**src/rtl/float2int_if.sv**
```systemverilog
// float2int_if: code-in / integer-out valid-ready handshake bundle for float2int_serial.
interface float2int_if;
    logic        in_valid;
    logic        in_ready;
    logic [6:0]  x;
    logic        out_valid;
    logic        out_ready;
    logic [10:0] y;
    modport master (output in_valid, x, out_ready, input in_ready, out_valid, y);
    modport slave (input in_valid, x, out_ready, output in_ready, out_valid, y);
endinterface

```
**src/rtl/float2int_serial.sv**
```systemverilog
// float2int_serial: decodes a 3-bit-exp/4-bit-mant code into an 11-bit integer with a bit-serial shifter.
module float2int_serial (
    input  logic           clk,
    input  logic           rst,
    float2int_if.slave     bus
);
    typedef enum logic [1:0] {IDLE, SHIFT, DONE} state_t;
    state_t      r_state;
    state_t      w_next;
    logic [10:0] r_acc;
    logic [2:0]  r_cnt;
    logic [2:0]  w_exp;
    logic [3:0]  w_mant;
    logic [2:0]  w_load_cnt;
    logic        w_accept;
    assign w_exp      = bus.x[6:4];
    assign w_mant     = bus.x[3:0];
    assign w_load_cnt = (w_exp == 3'd0) ? 3'd0 : w_exp - 3'd1;
    assign w_accept   = bus.in_valid && bus.in_ready;
    always_ff @(posedge clk) begin
        if (rst) r_state <= IDLE;
        else     r_state <= w_next;
    end
    always_comb begin
        w_next = w_accept ? ((w_load_cnt != 3'd0) ? SHIFT : DONE) :
                 (r_state == SHIFT) ? ((r_cnt == 3'd1) ? DONE : SHIFT) :
                 (r_state == DONE && !bus.out_ready) ? DONE : IDLE;
    end
    always_comb begin
        bus.in_ready  = (r_state == IDLE) || (r_state == DONE && bus.out_ready);
        bus.out_valid = (r_state == DONE);
        bus.y         = r_acc;
    end
    always_ff @(posedge clk) begin
        if (rst) begin
            r_acc <= '0;
            r_cnt <= '0;
        end else if (w_accept) begin
            r_acc <= {6'b0, w_exp != 3'd0, w_mant};
            r_cnt <= w_load_cnt;
        end else if (r_state == SHIFT) begin
            r_acc <= {r_acc[9:0], 1'b0};
            r_cnt <= r_cnt - 3'd1;
        end
    end
endmodule

```
**src/flat_wrapper.sv**
```systemverilog
// flat-port wrapper written by rule: the top's interface ports become plain ports
module float2int_serial_flat 
  (clk, rst, bus_in_valid, bus_x, bus_out_ready, bus_in_ready, bus_out_valid, bus_y);
  float2int_if bus_i ();
  input  logic clk;
  input  logic rst;
  input wire logic [$bits(bus_i.in_valid)-1:0] bus_in_valid;
  input wire logic [$bits(bus_i.x)-1:0] bus_x;
  input wire logic [$bits(bus_i.out_ready)-1:0] bus_out_ready;
  output wire logic [$bits(bus_i.in_ready)-1:0] bus_in_ready;
  output wire logic [$bits(bus_i.out_valid)-1:0] bus_out_valid;
  output wire logic [$bits(bus_i.y)-1:0] bus_y;
  assign bus_i.in_valid = bus_in_valid;
  assign bus_i.x = bus_x;
  assign bus_i.out_ready = bus_out_ready;
  assign bus_in_ready = bus_i.in_ready;
  assign bus_out_valid = bus_i.out_valid;
  assign bus_y = bus_i.y;
  float2int_serial u_core (.clk(clk), .rst(rst), .bus(bus_i));
endmodule
```
**config.mk**
```make
export PLATFORM = sky130hd
export DESIGN_NAME = float2int_serial_flat
export DESIGN_NICKNAME = d
export VERILOG_FILES = /design/src/rtl/float2int_if.sv /design/src/rtl/float2int_serial.sv /design/src/flat_wrapper.sv
export SDC_FILE = /design/constraint.sdc
export NUM_CORES = 1
export LEC_CHECK = 0
export ABC_AREA = 0
export CAP_MARGIN = 20
export CORE_UTILIZATION = 49
export DETAILED_ROUTE_END_ITERATION = 12
export GPL_TIMING_DRIVEN = 1
export HOLD_SLACK_MARGIN = 0.12
export PLACE_DENSITY_LB_ADDON = 0.08
export SKIP_CTS_REPAIR_TIMING = 1
export SLEW_MARGIN = 5
export SYNTH_ARGS = -nofsm -noshare
export SYNTH_HDL_FRONTEND = slang
export SYNTH_SLANG_ARGS = --single-unit
```
**constraint.sdc**
```tcl
create_clock -name clk -period 3.6 [get_ports clk]
set_input_delay 0.54 -clock clk [delete_from_list [all_inputs] [get_ports clk]]
set_output_delay 0.54 -clock clk [all_outputs]
set_load 0.05 [all_outputs]
```
==> flow_metrics.tcl <==
set metrics [dict create \
    clock-root-buffer "clkbuf_4" \
    nets 129 \
    htree_levels 1 \
    synthToLayoutAreaGrowth_pct 27.0 \
    synth_fp_nets 107 \
    path_clk_slew_ns 0.10 \
    num_vias 781 \
    top_usage_layer "met2" \
    cp-startpoint "bus_out_ready" \
    critPathKind "in -> out" \
    worstHoldPathType "reg -> reg" \
    firstDrtPassIters 6 \
    cts_tree "done" \
    fin_crit_ns 2.81 \
    grtUsageTotal_pct 21.8 \
    ys_ff_latch 16 \
    ios 24 \
    ys_warn_count 0 \
    layout-drive-gt1-share_pct 7.96 \
    postSynthCellCount 92 \
    p_per_area_nw_per_um2 410 \
    core_region_area_um2 1580 \
    drt_iter0_markers 17 \
    grt_util_met3_pct 5.00 \
    rr_startpoint "u_core.r_state[0]" \
    die_h_um 43.9 \
    finalHoldViolCount 0 \
    yosysUniqueCellTypes 35 \
    cp.arrival_ns 2.27 \
    grt_pass1_vias 712 \
    antennaDiodeCount 0 \
    relSlewSlack_pct 55.4 \
    r2r_end "u_core.r_state[1]" \
    die_x_um 43.9 \
    p_leak_nw 0.425 \
    start_util_pct 54.7 \
    final.period_utilization_pct 78.0 \
    worst_pin_slew_ns 0.667 \
    rsz0062_at_grt "no" \
    wire_per_inst_um 14.6 \
    synth_area_um2 862 \
    rr_worst_depth 3 \
    io_buffers 23 \
    required_ns 3.06 \
    ant_nets 0 \
    clk_latency_ns 0.29 \
    post_synth.cell_area_avg_um2 9.37 \
    grt_util_met1_pct 29.2 \
    numCtsBuffers 3 \
    grt_pass1_wl_um 3080 \
    ys_seq_area_share_pct 37.2 \
    routed_via_density 6.05 \
    ir_worst_vdd_mv 0.229 \
    grtUsageMet2_pct 33.7 \
    remaining_drc_errors 0 \
    fin_tns_setup_ns 0 \
    end_kind "output pin" \
    skew_ns 0.00589 \
    path_max_fanout 11 \
    place_congestion 0.772 \
    hpwl_um 1300 \
    grt.overflow.total 0 \
    endpoint "bus_in_ready" \
    die_area_um2 1930 \
    critPathLaunchType "input port" \
    cap_violations 0 \
    antenna_found_initial 0 \
    clockBufferDepth 2 \
    grt_max_degree 17 \
    status "finished, final reports clean" \
    wirelength_um 1880 \
    reg2reg_slack_ns 2.03 \
    total_power_mw 0.449 \
    setup_violations 0 \
    fmax_mhz 356 \
    cts_sinks 16 \
    rows 14 \
    maxSlewViolCount 0 \
]
==> worst min-delay path by stage <==
stage               slack, ns             from  depth (start not counted)              end
detailed placement       0.50  u_core.bus.y[3]                          2  u_core.bus.y[4]
CTS                      0.51  u_core.bus.y[0]                          2  u_core.bus.y[1]
global placement         0.48  u_core.bus.y[3]                          2  u_core.bus.y[4]
floorplan                0.49  u_core.r_cnt[1]                          2  u_core.r_cnt[1]
global route             0.55  u_core.bus.y[3]                          2  u_core.bus.y[4]
finish                   0.52  u_core.bus.y[0]                          2  u_core.bus.y[1]
==> cell usage after synthesis, drive strengths merged <==
master  number  area share, %
a211o        1            1.0
a211oi       2            2.3
a21oi        3            1.7
a221oi       2            3.5
a22oi        1           0.87
a311oi       2            2.0
a31oi        1           0.73
a32oi        1            1.0
and2b        3            2.6
buf          4            5.4
clkbuf       2           0.87
dfxtp       16             37
ha           4            5.8
inv          5            2.2
mux2i        6            7.0
nand2        7            3.0
nand2b       3            2.2
nand3        2            1.2
nand3b       1           0.87
nor2         4            2.6
nor2b        1           0.73
nor3        10            5.8
o211ai       3            2.6
o21ai        1           0.58
o21bai       1           0.87
or2          1           0.73
or2b         1           0.87
or3          1           0.73
or3b         1            1.0
xnor2        1            1.0
xor2         1            1.0
==> critical path, cell delays in order <==
cell             delay (ns)
clkdlybuf4s50_1        0.47
and2b_1                0.32
nor2_1                 0.13
clkdlybuf4s50_1        0.80
==> routing by layer <==
metal	vias to the layer above	routed length [um]
met4	0	21
met3	4	136
met5	-	0
met1	361	865
li1	371	-
met2	45	856
==> registers in the layout (all words and copies together) (netlist names) <==
name            flops
u_core.bus.y       11
u_core.r_cnt        3
u_core.r_state      2
==> layout by cell type, fill, tap and decap left out, drive strengths merged, types with 2 or more instances in the layout <==
| master | Yosys | routed |
|---|---|---|
| clkbuf | 2 | 4 |
| a21oi | 3 | 3 |
| a221oi | 2 | 2 |
| and2b | 3 | 3 |
| a211oi | 2 | 2 |
| nand2 | 7 | 7 |
| o211ai | 3 | 3 |
| mux2i | 6 | 6 |
| clkdlybuf4s50 | 0 | 23 |
| nor2 | 4 | 4 |
| nor3 | 10 | 10 |
| nand3 | 2 | 2 |
| ha | 4 | 4 |
| a311oi | 2 | 2 |
| dfxtp | 16 | 16 |
| nand2b | 3 | 3 |
| inv | 5 | 5 |
==> cell type report <==
type | count | area [um2]
Tap cell | 16 | 20.0
Sequential cell | 16 | 320
Clock buffer | 4 | 36.3
Fill cell | 138 | 482
Timing Repair Buffer | 23 | 230
Inverter | 5 | 18.8
Multi-Input combinational cell | 65 | 469
==> stage by stage <==
step	cells	hold WS [ns]	util, %	cell area [um2]	setup slack [ns]
finish	129	0.521	69.4	1090	0.791
global route	129	0.546	69.4	1090	0.712
CTS	129	0.512	69.4	1090	0.790
detailed placement	125	0.503	67.1	1060	0.797
global placement	125	0.482	67.1	1060	0.809
floorplan	92	0.487	-	862	1.53
==> where the power goes <==
| group | switching (mW) | internal [mW] |
|---|---|---|
| clock | 0.0607 | 0.0616 |
| sequential | 0.0113 | 0.189 |
| combinational | 0.0752 | 0.0510 |
| total | 0.147 | 0.302 |
==> logic make-up (layout without fill, tap and decap cells) <==
family                     after synthesis  in the layout  synth area share [%]
and+or+nand+nor                         35             35                  22.4
AOI/OAI and AO/OA                       18             18                  17.3
DFF                                     16             16                  37.2
buffers and inverters                   11             32                  8.42
muxes                                    6              6                  6.97
adders and majority gates                4              4                  5.81
xor gates and xnor gates                 2              2                  2.03
No activity file was read; power rests on OpenSTA's default activity.
